### config.mk
export PLATFORM = sky130hd
export DESIGN_NAME = seg_scan_reader
export DESIGN_NICKNAME = d
export VERILOG_FILES = /design/src/rtl/seg_pkg.sv /design/src/rtl/seg2hex.sv /design/src/rtl/seg_scan_reader.sv
export SDC_FILE = /design/constraint.sdc
export NUM_CORES = 1
export LEC_CHECK = 0
export ABC_AREA = 1
export CAP_MARGIN = 20
export CELL_PAD_IN_SITES_DETAIL_PLACEMENT = 1
export CELL_PAD_IN_SITES_GLOBAL_PLACEMENT = 2
export CORE_MARGIN = 2
export CORE_UTILIZATION = 35
export CTS_CLUSTER_DIAMETER = 30
export DETAILED_ROUTE_END_ITERATION = 16
export GPL_TIMING_DRIVEN = 0
export PLACE_DENSITY_LB_ADDON = 0.3
export SLEW_MARGIN = 30
export SYNTH_ARGS = -nofsm -noshare
export SYNTH_HDL_FRONTEND = slang
export SYNTH_SLANG_ARGS = --single-unit
### constraint.sdc
create_clock -name clk -period 3.45 [get_ports clk]
set_input_delay 0.8625 -clock clk [delete_from_list [all_inputs] [get_ports clk]]
set_output_delay 0.8625 -clock clk [all_outputs]
set_load 0.02 [all_outputs]
### src/rtl/seg_pkg.sv
// rtl/seg_pkg.sv - glyph constants and scan FSM state type shared by segment logic
package seg_pkg;

  localparam logic [6:0] GLYPH_0 = 7'h3F;
  localparam logic [6:0] GLYPH_1 = 7'h06;
  localparam logic [6:0] GLYPH_2 = 7'h5B;
  localparam logic [6:0] GLYPH_3 = 7'h4F;
  localparam logic [6:0] GLYPH_4 = 7'h66;
  localparam logic [6:0] GLYPH_5 = 7'h6D;
  localparam logic [6:0] GLYPH_6 = 7'h7D;
  localparam logic [6:0] GLYPH_7 = 7'h07;
  localparam logic [6:0] GLYPH_8 = 7'h7F;
  localparam logic [6:0] GLYPH_9 = 7'h6F;
  localparam logic [6:0] GLYPH_A = 7'h77;
  localparam logic [6:0] GLYPH_B = 7'h7C;
  localparam logic [6:0] GLYPH_C = 7'h39;
  localparam logic [6:0] GLYPH_D = 7'h5E;
  localparam logic [6:0] GLYPH_E = 7'h79;
  localparam logic [6:0] GLYPH_F = 7'h71;

  // Entry i is the active-high pattern for hex digit i.
  localparam logic [15:0][6:0] GLYPHS = {
    GLYPH_F, GLYPH_E, GLYPH_D, GLYPH_C, GLYPH_B, GLYPH_A, GLYPH_9, GLYPH_8,
    GLYPH_7, GLYPH_6, GLYPH_5, GLYPH_4, GLYPH_3, GLYPH_2, GLYPH_1, GLYPH_0
  };

  typedef enum logic [1:0] {
    IDLE   = 2'd0,
    SETTLE = 2'd1,
    HOLD   = 2'd2
  } seg_state_e;

endpackage

### src/rtl/seg2hex.sv
// rtl/seg2hex.sv - combinational active-high 7-segment pattern to hex decoder
module seg2hex
  import seg_pkg::*;
(
  input  logic [6:0] pat,
  output logic [3:0] val,
  output logic       err
);

  always_comb begin
    val = 4'h0;
    err = 1'b1;
    for (int i = 0; i < 16; i++) begin
      if (pat == GLYPHS[i]) begin
        val = 4'(i);
        err = 1'b0;
      end
    end
  end

endmodule

### src/rtl/seg_scan_reader.sv
// rtl/seg_scan_reader.sv - captures debounced digits from a multiplexed 7-segment scan
// Optional illegal-capture counter output err_cnt enabled by SEG_SCAN_ERR_CNT_EN.
module seg_scan_reader
  import seg_pkg::*;
#(
  parameter int STABLE_CYC = 4,
  parameter int NUM_DIG    = 4
) (
  input  logic                 clk,
  input  logic                 rst_n,
  input  logic [6:0]           seg_n,
  input  logic [NUM_DIG-1:0]   an_n,
  output logic                 digit_vld,
  output logic [1:0]           digit_idx,
  output logic [3:0]           digit_val,
  output logic                 digit_err,
  output logic [4*NUM_DIG-1:0] disp_hex,
  output logic                 frame_vld
`ifdef SEG_SCAN_ERR_CNT_EN
  ,
  output logic [7:0]           err_cnt
`endif
);

  localparam int CW = $clog2(STABLE_CYC + 1);
  localparam logic [CW-1:0] CNT_MAX = CW'(STABLE_CYC);
  localparam logic [CW-1:0] CNT_ONE = CW'(1);

  seg_state_e state_q, state_d;
  logic [CW-1:0]        cnt_q, cnt_d;
  logic [6:0]           seg_q, seg_prev_q;
  logic [NUM_DIG-1:0]   an_q, an_prev_q;
  logic [NUM_DIG-1:0]   frame_q;
  logic                 vld_q, err_q, frame_vld_q;
  logic [1:0]           idx_q;
  logic [3:0]           val_q;
  logic [4*NUM_DIG-1:0] disp_q;

  logic                 an_onehot, same, capture;
  logic [1:0]           an_idx;
  logic [3:0]           dec_val;
  logic                 dec_err;
  logic [NUM_DIG-1:0]   frame_set;

  assign an_onehot = $onehot(~an_q);
  assign same      = (seg_q == seg_prev_q) && (an_q == an_prev_q);
  assign frame_set = frame_q | (NUM_DIG'(1) << an_idx);

  always_comb begin
    an_idx = 2'd0;
    for (int i = 0; i < NUM_DIG; i++) begin
      if (!an_q[i]) an_idx = 2'(i);
    end
  end

  seg2hex u_seg2hex (
    .pat (~seg_q),
    .val (dec_val),
    .err (dec_err)
  );

  always_comb begin
    state_d = state_q;
    cnt_d   = cnt_q;
    capture = 1'b0;
    case (state_q)
      IDLE: begin
        if (an_onehot) begin
          state_d = SETTLE;
          cnt_d   = CNT_ONE;
        end
      end
      SETTLE: begin
        if (!same) begin
          if (an_onehot) begin
            cnt_d = CNT_ONE;
          end else begin
            state_d = IDLE;
            cnt_d   = '0;
          end
        end else begin
          cnt_d = (cnt_q >= CNT_MAX) ? CNT_MAX : cnt_q + CNT_ONE;
          if (cnt_d == CNT_MAX) begin
            state_d = HOLD;
            capture = 1'b1;
          end
        end
      end
      HOLD: begin
        if (!same) begin
          if (an_onehot) begin
            state_d = SETTLE;
            cnt_d   = CNT_ONE;
          end else begin
            state_d = IDLE;
            cnt_d   = '0;
          end
        end
      end
      default: begin
        state_d = IDLE;
        cnt_d   = '0;
      end
    endcase
  end

  always_ff @(posedge clk or negedge rst_n) begin
    if (!rst_n) begin
      state_q    <= IDLE;
      cnt_q      <= '0;
      seg_q      <= '1;
      an_q       <= '1;
      seg_prev_q <= '1;
      an_prev_q  <= '1;
    end else begin
      state_q    <= state_d;
      cnt_q      <= cnt_d;
      seg_q      <= seg_n;
      an_q       <= an_n;
      seg_prev_q <= seg_q;
      an_prev_q  <= an_q;
    end
  end

  // Capture outputs hold their last values between pulses; only vld/frame_vld pulse.
  always_ff @(posedge clk or negedge rst_n) begin
    if (!rst_n) begin
      vld_q       <= 1'b0;
      idx_q       <= 2'd0;
      val_q       <= 4'h0;
      err_q       <= 1'b0;
      disp_q      <= '0;
      frame_q     <= '0;
      frame_vld_q <= 1'b0;
    end else begin
      vld_q       <= capture;
      frame_vld_q <= capture && (&frame_set);
      if (capture) begin
        idx_q <= an_idx;
        val_q <= dec_val;
        err_q <= dec_err;
        if (!dec_err) disp_q[4*an_idx +: 4] <= dec_val;
        frame_q <= (&frame_set) ? '0 : frame_set;
      end
    end
  end

`ifdef SEG_SCAN_ERR_CNT_EN
  logic [7:0] err_cnt_q;

  always_ff @(posedge clk or negedge rst_n) begin
    if (!rst_n) begin
      err_cnt_q <= 8'd0;
    end else if (capture && dec_err && (err_cnt_q != 8'hFF)) begin
      err_cnt_q <= err_cnt_q + 8'd1;
    end
  end

  assign err_cnt = err_cnt_q;
`endif

  assign digit_vld = vld_q;
  assign digit_idx = idx_q;
  assign digit_val = val_q;
  assign digit_err = err_q;
  assign disp_hex  = disp_q;
  assign frame_vld = frame_vld_q;

endmodule

-- Yosys cells after proc, flatten, opt, wreduce, memory -nomap -nowiden
Cells that the tools add are included.
- add/sub/neg operators: 5
- bitwise gates (word level): 4
- mux-type cells: 52
- order comparisons: 1
- reduce and logical (&&, ||, !) cells: 7
- eq/ne operators: 26
- shifts and indexed selects: 3
- operators by type and width (cell ; number):
    $eq 7x7->1 const B ; 12
    $mux 4 ; 9
    $neg 4->34 ; 1
    $shift 4x34->16 const A ; 1
    $shiftx 4x34->16 ; 1
    $mux 3 ; 8
    $mux 1 ; 23
    $mux 2 ; 9
    $bwmux 16 ; 1
    $eq 7x3->1 const B ; 2
    $eq 7x6->1 const B ; 2
    $pmux 3 s3 ; 1
    $reduce_and 4->1 ; 2
    $eq 7x7->1 ; 1
    $not 7->7 ; 1
    $ne 3x3->1 const B ; 2
    $pmux 2 s3 ; 1
    $add 1x1->2 ; 2
    $eq 4x4->1 ; 1
    $ne 2x2->1 const B ; 2
    $not 4->4 ; 1
    $or 4x4->4 ; 1
    $reduce_and 2->1 ; 2
    $shl 1x2->4 const A ; 1
    10 further kinds ; 11
- bits of input ports: 13
- output and inout port bits: 25
- register bits: 56

-- Longest topological paths before layout
Gate-level depths: netlist of the first run.
- depth in word-level cells: 20
- depth in mapped cells: 12
- gate-level depth less buffers: 11

-- By module
From an unflattened synthesis of the first run, not the netlist that was laid out.
- cell total of the unflattened synthesis: 336
- area, all modules: 2832.7 um^2
- modules (own cells, without submodules) (module ; cells an instance ; area an instance (um^2) ; instances):
    seg_scan_reader ; 273 ; 2499.9 ; 1
    seg2hex ; 63 ; 332.8 ; 1

-- Worst setup path before layout of the first run
OpenSTA, ideal clock, no wires.
- path type: reg-to-reg
- from: register an_q[3]
- to: register state_q[1]
- data required time: 3.373 ns
- path buffers: 0
- arrival time: 2.112 ns
- clock period less this slack: 2.189 ns
- path slack: 1.261 ns
- stages on the path, launching flop included: 12
- setup time: 0.077 ns
- cells stage by stage: dfstp_2 fa_1 inv_1 ha_1 ha_1 nor3_1 inv_1 nor2_1 nand2_1 nand3_1 nor2_1 a21oi_1
- cells in the longest elaborated chain, start to end: 6
- elaborated cells between the ends (all ways): 13
- RTL lines (item ; line ; source):
    start: declaration ; seg_scan_reader.sv:32 ; logic [NUM_DIG-1:0] an_q, an_prev_q;
    start signal: assignment ; seg_scan_reader.sv:119 ; an_q <= an_n;
    $not 4->4 ; seg_scan_reader.sv:45 ; assign an_onehot = $onehot(~an_q);
    $add 1x1->2 (implied by the code) ; seg_scan_reader.sv:45 ;
    $add 2x2->3 (implied by the code) ; seg_scan_reader.sv:45 ;
    $eq 3x1->1 ; seg_scan_reader.sv:45 ;
    $ne 3x3->1 (no source line) / $ne 2x2->1 (equally long branches) ; -- ;
    $reduce_and 4->1 (no source line) ; -- ;
    end signal: assignment ; seg_scan_reader.sv:116 ; state_q <= state_d;
    end: declaration ; seg_scan_reader.sv:29 ; seg_state_e state_q, state_d;
Parallel ways exist; a longest one is shown, timed or not.
A chain may end at the register's enable or synchronous reset.

-- Worst setup path after layout of the first run
Same ends and word-level chain as after synthesis.

==> tab_implementation.tex, run 1 <==
\begin{tabular}{lr}
\hline
Metric & Value \\
\hline
\multicolumn{2}{l}{\textbf{Outcome}} \\
Result of the run & finished clean \\
\multicolumn{2}{l}{\textbf{Worst setup path}} \\
Worst path bufs/invs & 2 \\
Required time of the critical path & around 3.7 ns \\
Family with the most delay on the worst path & adder cells \\
Start-to-end type of the worst setup path & register to register \\
Type of element capturing the critical path & register \\
Cell-by-cell listing of the critical path & fa\_1 -> inv\_1 -> ha\_1 -> ha\_1 -> nor3\_1 -> inv\_1 -> nor2\_1 -> nand2\_1 -> nand3\_1 -> nor2\_1 -> a21oi\_1 \\
CP Launch Type & register \\
Register-to-register setup slack & about 0.94 ns \\
Crit path arrival time & 2.75 ns \\
Highest-delay cell along the critical path & sky130\_fd\_sc\_hd\_\_dfstp\_2 \\
Delay contributed by the slowest stage of the critical path & around 0.64 ns \\
Maximum fanout along the worst path & 6 \\
\multicolumn{2}{l}{\textbf{Synthesis}} \\
Cell variety after synth & 28 \\
Number of instances in the synthesized netlist & around 340 \\
Most instantiated library cell after synthesis & sky130\_fd\_sc\_hd\_\_nand2\_1 \\
Top cells by area in the synthesized netlist & sky130\_fd\_sc\_hd\_\_dfrtp\_1, sky130\_fd\_sc\_hd\_\_dfstp\_2, sky130\_fd\_sc\_hd\_\_nand2\_1, sky130\_fd\_sc\_hd\_\_inv\_1, sky130\_fd\_sc\_hd\_\_nor2\_1 \\
Netlist area before placement & about 0.0028 mm\^{}2 \\
Number of warnings printed during yosys synthesis & 0 \\
Flop and latch count out of synthesis & 56 \\
Post-Syn Nets & roughly 360 \\
Area fraction of the dominant cell type after synthesis & about 31\% \\
Number of enable flip-flop cells after synthesis & 0 \\
Proportion of synthesized flip-flops having asynchronous set or reset & between 90\% and 100\% \\
Register area share after synthesis & approximately half \\
Post-synth top cells & sky130\_fd\_sc\_hd\_\_nand2\_1, sky130\_fd\_sc\_hd\_\_inv\_1, sky130\_fd\_sc\_hd\_\_nor2\_1 \\
Primary FF master, synth & sky130\_fd\_sc\_hd\_\_dfrtp\_1 \\
Largest area contributor in the netlist & sky130\_fd\_sc\_hd\_\_dfrtp\_1 \\
Syn avg cell area & just over 8 um\^{}2 \\
\multicolumn{2}{l}{\textbf{Timing}} \\
Max Transition Viols Final & 0 \\
Final Hold Vio Count & 0 \\
Setup TNS after final layout & 0 ns \\
Final clock period utilization by the worst path & around 73\% \\
Slew at the pin closest to its max-slew limit & about 0.37 ns \\
Max Clk Rate & 398.1 MHz \\
Crit path time final & roughly 2.5 ns \\
RSZ-0062 raised after global routing & no \\
Setup Viol. Count Final & 0 \\
Largest clock skew in the final design & 0.009902 ns \\
Slew margin rel. & around 75\% \\
\multicolumn{2}{l}{\textbf{Floorplanning}} \\
Initial Util & between 30 and 40\% \\
Placeable core region & 0.007727 mm\^{}2 \\
Top-level I/O count & 38 \\
Chip height & approximately 93 um \\
Overall die area & approximately 0.0087 mm\^{}2 \\
Die width & between 90 and 100 um \\
Cell row count & 32 \\
\multicolumn{2}{l}{\textbf{Global routing}} \\
Total overflow reported by the global router & 0 \\
First-pass GRT wire length & around 11 mm \\
Number of antenna violations at the first check in global routing & 0 \\
Total routing usage reported by global routing & between 10\% and 20\% \\
Pin count of the biggest net entering global routing & 36 \\
Via count of the first global-routing pass & between 2000 and 2500 \\
\multicolumn{2}{l}{\textbf{Pwr}} \\
PwrDens & 393.1 mW/mm\^{}2 \\
VDD IR max & roughly 150 uV \\
Pleak & approximately 0.0017 uW \\
Total power & 1336 uW \\
\multicolumn{2}{l}{\textbf{Clock network}} \\
Buffer count from post-CTS setup fixing & 0 \\
Resized Gates After CTS & 0 \\
Inserted Clock Buffers & 5 \\
CTS tree & yes \\
Max H-tree Level & 2 \\
Number of sinks handled by clock tree synthesis & 56 \\
Number of buffers on the longest clock path & 2 \\
Hold buffers post-CTS & 0 \\
Clock tree root driver cell & sky130\_fd\_sc\_hd\_\_clkbuf\_8 \\
Reg clk slew, reported paths & 0.11 ns \\
Clk\_lat worst skew & $\sim$0.32 ns \\
\multicolumn{2}{l}{\textbf{Route}} \\
Vias per cell & 4.697 \\
Number of DRC markers in iteration 0 & between 50 and 60 \\
DRC Markers & 0 \\
Count of vias placed by the detailed router & 2297 \\
First-pass iteration count of the detailed router & 4 \\
Detailed-route wire length per cell & approximately 13 um \\
Routed WL & 6.546 mm \\
Count of antenna-violating nets left after detailed routing & 0 \\
\multicolumn{2}{l}{\textbf{Final layout}} \\
Area grow syn2layout & 21.96\% \\
Share of cells above drive strength 1 & 14.99\% \\
Count of fill cells added during filler insertion & around 960 \\
Antenna cells & 0 \\
NumNets Final & between 400 and 500 \\
\multicolumn{2}{l}{\textbf{Placed design}} \\
Routability Congestion & approximately 0.8 \\
Port Buffers & 37 \\
Detailed placer's ending HPWL & between 5 and 6 mm \\
\multicolumn{2}{l}{\textbf{Hold path}} \\
Tightest Hold Check Type & register to register \\
\multicolumn{2}{l}{\textbf{Job}} \\
Reported max-cap violation count & 0 \\
\hline
\end{tabular}
power by group:
group	switching [uW]	internal [uW]	leakage, uW
sequential	29.2	698	0.000702
clock	234	150	0.0000463
combinational	145	80.4	0.000943
total	408	928	0.00169
registers in the layout, indices dropped and copies added (netlist names):
name and count:
frame_q 4, state_q 2, seg_q 7, frame_vld 1
seg_prev_q 7, an_prev_q 4, digit_err 1, digit_val 4
digit_vld 1, digit_idx 2, cnt_q 3, disp_hex 16
an_q 4
final timing paths:
check,from,to,cells after the start
min in group asynchronous,rst_n,disp_hex[3],1
setup reg to reg,an_q[3],state_q[1],11
setup / recovery,an_q[3],state_q[1],11
hold reg to reg,seg_q[2],seg_prev_q[2],0
hold / removal,seg_q[2],seg_prev_q[2],0
max in group asynchronous,rst_n,seg_prev_q[0],2
placed cells by master (no fill, tap or decap), types with 5 or more instances in the layout:
cell	netlist	layout
sky130_fd_sc_hd__nand2_1	111	111
sky130_fd_sc_hd__inv_1	41	41
sky130_fd_sc_hd__nor2_1	39	39
sky130_fd_sc_hd__clkdlybuf4s50_1	0	36
sky130_fd_sc_hd__dfrtp_1	34	34
sky130_fd_sc_hd__nand3_1	27	27
sky130_fd_sc_hd__dfstp_2	22	22
sky130_fd_sc_hd__a21oi_1	7	7
sky130_fd_sc_hd__nand4_1	6	6
sky130_fd_sc_hd__o21ai_0	6	6
sky130_fd_sc_hd__nor2_2	5	5
sky130_fd_sc_hd__nor2_4	5	5
sky130_fd_sc_hd__nand2_2	5	5
sky130_fd_sc_hd__xnor2_1	5	5
sky130_fd_sc_hd__clkbuf_8	0	5
routing by layer:
metal	vias to the layer above	GRT usage [%]	part of all wire (%)
li1	1144	-	-
met1	1122	21.88	47
met4	0	4.044	1.0
met5	-	0	0
met2	24	27.82	49
met3	7	2.981	2.2
worst register-to-register path, cell delays in order (launching register included):
cell and delay (ns):
sky130_fd_sc_hd__dfstp_2 0.64, sky130_fd_sc_hd__fa_1 0.44, sky130_fd_sc_hd__inv_1 0.07, sky130_fd_sc_hd__ha_1 0.13
sky130_fd_sc_hd__ha_1 0.22, sky130_fd_sc_hd__nor3_1 0.34, sky130_fd_sc_hd__inv_1 0.13, sky130_fd_sc_hd__nor2_1 0.12
sky130_fd_sc_hd__nand2_1 0.10, sky130_fd_sc_hd__nand3_1 0.08, sky130_fd_sc_hd__nor2_1 0.04, sky130_fd_sc_hd__a21oi_1 0.13
layout make-up:
type	count	area [um^2]	share of cell area, %
Sequential cell	56	1429	42.05
Multi-Input combinational cell	236	1154	33.95
Timing Repair Buffer	38	387.9	11.41
Inverter	45	168.9	4.971
Tap cell	102	127.6	3.756
Clock buffer	5	68.82	2.025
Buffer	4	35.03	1.031
Clock inverter	3	27.53	0.8100
logic make-up (layout without fill, tap and decap cells):
group / count (synthesis) / after routing / synth area share [%]
AOI/OAI and AO/OA: 20 / 20 / 3.772
xor gates and xnor gates: 5 / 5 / 1.572
adders and majority gates: 5 / 5 / 2.515
and+or+nand+nor: 206 / 206 / 33.54
buffers and inverters: 49 / 95 / 7.319
DFF: 56 / 56 / 51.28
through the flow:
stage               area, um^2  hold WS [ns]  instances  worst slack, ns  util, %
floorplan                 2786        0.3541        341            1.261        -
global placement          3284        0.3562        480          -0.2050    42.50
detailed placement        3302        0.3612        481           0.9404    42.73
CTS                       3398        0.3762        489           0.9093    43.98
global route              3398        0.3816        489           0.7604    43.98
finish                    3398        0.3741        489           0.9381    43.98
No activity file was read; power rests on OpenSTA's default activity.
==> run 2, diff against run 1 <==
--- a/config.mk
+++ b/config.mk
@@ -10,7 +10,7 @@
 export CELL_PAD_IN_SITES_DETAIL_PLACEMENT = 1
 export CELL_PAD_IN_SITES_GLOBAL_PLACEMENT = 2
 export CORE_MARGIN = 2
-export CORE_UTILIZATION = 35
+export CORE_UTILIZATION = 32
 export CTS_CLUSTER_DIAMETER = 30
 export DETAILED_ROUTE_END_ITERATION = 16
 export GPL_TIMING_DRIVEN = 0
==> constraint.sdc (replaced) <==
create_clock -name clk -period 2.6 [get_ports clk]
set_input_delay 0.65 -clock clk [delete_from_list [all_inputs] [get_ports clk]]
set_output_delay 0.65 -clock clk [all_outputs]
set_load 0.02 [all_outputs]
==> run 2 against run 1 <==
Against the previous run: fmax grew 8.4%; global-route usage is 1.5 points lower; worst hold slack worse by 0.19 ns; flip-flop and latch count stayed put; non-clock buffer count rose by 1; utilization down 4.3 points; worst setup slack lost 0.65 ns; sequential power grew 32%; combinational power increased by 36%; die area up 9.0%; total power rose by 32%; via count is 0.78% lower; largest cell class unchanged; largest power group unchanged.
==> tab_implementation.tex, run 2 (synthesis gave the netlist of run 1 again) <==
\begin{tabular}{lr}
\hline
Metric & Value \\
\hline
\multicolumn{2}{l}{\textbf{Floorplanning}} \\
Overall die area & around 0.0095 mm\^{}2 \\
Placeable core region & around 0.0086 mm\^{}2 \\
Top-level I/O count & 38 \\
Chip height & around 100 um \\
Cell row count & 34 \\
Die width & 97.32 um \\
Initial Util & approximately a third \\
\multicolumn{2}{l}{\textbf{Pwr}} \\
PwrDens & roughly 520 mW/mm\^{}2 \\
Pleak & roughly 0.0017 uW \\
Total power & 1769 uW \\
VDD IR max & 203.6 uV \\
\multicolumn{2}{l}{\textbf{Worst setup path}} \\
Maximum fanout along the worst path & 5 \\
Crit path arrival time & roughly 2.5 ns \\
Critical R2R Capture & state\_q[0] \\
Number of cells on the critical path & 9 \\
Highest-delay cell along the critical path & sky130\_fd\_sc\_hd\_\_dfstp\_2 \\
Worst Setup EP & state\_q[0] \\
Type of element capturing the critical path & register \\
Crit Reg-Reg Startpoint & an\_q[1] \\
Worst path bufs/invs & 2 \\
Start-to-end type of the worst setup path & register to register \\
Origin of the worst setup path & an\_q[1] \\
R2R cell count & 9 \\
CP Launch Type & register \\
Register-to-register setup slack & between 0.2 and 0.3 ns \\
Family with the most delay on the worst path & adder cells \\
Cell-by-cell listing of the critical path & fa\_1 -> inv\_1 -> ha\_1 -> ha\_1 -> nor3\_2 -> a21oi\_1 -> nand2\_1 -> inv\_1 -> a31oi\_1 \\
Required time of the critical path & around 2.8 ns \\
Delay contributed by the slowest stage of the critical path & 0.60 ns \\
\multicolumn{2}{l}{\textbf{Route}} \\
Routed WL & between 6 and 7 mm \\
DRC Markers & 0 \\
First-pass iteration count of the detailed router & 4 \\
Vias per cell & 4.595 \\
Detailed-route wire length per cell & 13.73 um \\
Count of antenna-violating nets left after detailed routing & 0 \\
Count of vias placed by the detailed router & $\sim$2300 \\
Number of DRC markers in iteration 0 & 42 \\
\multicolumn{2}{l}{\textbf{Clock network}} \\
CTS tree & yes \\
Reg clk slew, reported paths & between 0.1 and 0.15 ns \\
Clk\_lat worst skew & roughly 0.32 ns \\
Number of sinks handled by clock tree synthesis & 56 \\
Inserted Clock Buffers & 5 \\
Hold buffers post-CTS & 0 \\
Clock tree root driver cell & sky130\_fd\_sc\_hd\_\_clkbuf\_8 \\
Max H-tree Level & 2 \\
Number of buffers on the longest clock path & 2 \\
\multicolumn{2}{l}{\textbf{Global routing}} \\
Total routing usage reported by global routing & 14.99\% \\
Total overflow reported by the global router & 0 \\
Via count of the first global-routing pass & around 2400 \\
Number of antenna violations at the first check in global routing & 0 \\
First-pass GRT wire length & between 10 and 15 mm \\
Pin count of the biggest net entering global routing & 38 \\
\multicolumn{2}{l}{\textbf{Timing}} \\
Slew margin rel. & between 70\% and 80\% \\
Slew at the pin closest to its max-slew limit & roughly 0.40 ns \\
Hold\_ws & around 0.19 ns \\
Final Hold Vio Count & 0 \\
Crit path time final & 2.317 ns \\
Final clock period utilization by the worst path & about nine tenths \\
Setup Viol. Count Final & 0 \\
Largest clock skew in the final design & about 0.010 ns \\
Max Transition Viols Final & 0 \\
RSZ-0062 raised after global routing & no \\
Max Clk Rate & roughly 430 MHz \\
\multicolumn{2}{l}{\textbf{Placed design}} \\
Port Buffers & 37 \\
Detailed placer's ending HPWL & approximately 5.1 mm \\
Routability Congestion & 0.7964 \\
\multicolumn{2}{l}{\textbf{Final layout}} \\
Area grow syn2layout & 22.45\% \\
Antenna cells & 0 \\
Most frequent cells in the layout & sky130\_fd\_sc\_hd\_\_nand2\_1, sky130\_fd\_sc\_hd\_\_inv\_1, sky130\_fd\_sc\_hd\_\_nor2\_1 \\
NumNets Final & slightly above 400 \\
Count of fill cells added during filler insertion & between 1000 and 1500 \\
Core Util, Final & 39.71\% \\
Share of cells above drive strength 1 & 15.46\% \\
Most common library cell in the layout ignoring fill and taps & sky130\_fd\_sc\_hd\_\_nand2\_1 \\
Largest register FFs & 16 \\
\multicolumn{2}{l}{\textbf{Outcome}} \\
Result of the run & finished clean \\
\multicolumn{2}{l}{\textbf{Job}} \\
Reported max-cap violation count & 0 \\
\multicolumn{2}{l}{\textbf{Hold path}} \\
Tightest Hold Check Type & primary input to asynchronous set/reset pin \\
\hline
\end{tabular}
[run 2: cell count changes in the layout (fill, tap and decap cells not counted), sizes merged]
cell | before | now
buf | 6 | 7
[run 2: final cells by class]
| type | instances | area [um^2] | area share (%) |
|---|---|---|---|
| Sequential cell | 56 | 1429 | 41.88 |
| Inverter | 45 | 168.9 | 4.950 |
| Clock buffer | 5 | 68.82 | 2.017 |
| Clock inverter | 3 | 21.27 | 0.6234 |
| Tap cell | 108 | 135.1 | 3.960 |
| Buffer | 4 | 35.03 | 1.027 |
| Timing Repair Buffer | 39 | 395.4 | 11.59 |
| Multi-Input combinational cell | 236 | 1159 | 33.96 |
[run 2: worst reg2reg max path, cell delays in order, from the launching register on]
cell and delay, ns:
sky130_fd_sc_hd__dfstp_2 0.60, sky130_fd_sc_hd__fa_1 0.42, sky130_fd_sc_hd__inv_1 0.06, sky130_fd_sc_hd__ha_1 0.14, sky130_fd_sc_hd__ha_1 0.23, sky130_fd_sc_hd__nor3_2 0.24
sky130_fd_sc_hd__a21oi_1 0.10, sky130_fd_sc_hd__nand2_1 0.16, sky130_fd_sc_hd__inv_1 0.08, sky130_fd_sc_hd__a31oi_1 0.19
[run 2: stage by stage]
stage                     cells  TNS [ns]  area [um^2]  setup slack [ns]
after detailed placement    487         0         3309           0.08482
final                       496         0         3412            0.2834
after global routing        496         0         3412           0.04437
after global placement      486    -35.35         3292           -0.8773
after floorplan             341         0         2786            0.4106
after CTS                   495         0         3400           0.06449
[run 2: repair_timing]
action	CTS	global route
resized for setup	0	1
buffers inserted	0	1
setup endpoints to repair	0	3
[run 2: power by group]
group / switching [uW] / total, uW / internal [uW] / leakage (uW)
Combinational: 198 / 307 / 109 / 0.000949
Clock: 308 / 501 / 192 / 0.0000445
Sequential: 35.4 / 961 / 926 / 0.000702
Total: 542 / 1770 / 1230 / 0.00170
[run 2: routing by layer]
metal,vias to the layer above,wire length (um),global-route usage (%)
met5,-,0,0
met4,0,66,3.953
li1,1145,-,-
met2,23,3380,25.75
met1,1106,3191,19.39
met3,5,170,3.022
[run 2: worst min-delay path by stage]
| stage | startpoint | endpoint | slack, ns | cells after the start |
|---|---|---|---|---|
| detailed placement | seg_q[2] | seg_prev_q[2] | 0.36 | 0 |
| finish | rst_n | disp_hex[2] | 0.19 | 1 |
| CTS | rst_n | disp_hex[2] | 0.19 | 1 |
| floorplan | rst_n | cnt_q[0] | 0.35 | 0 |
| global route | rst_n | disp_hex[2] | 0.19 | 1 |
| global placement | seg_q[2] | seg_prev_q[2] | 0.36 | 0 |
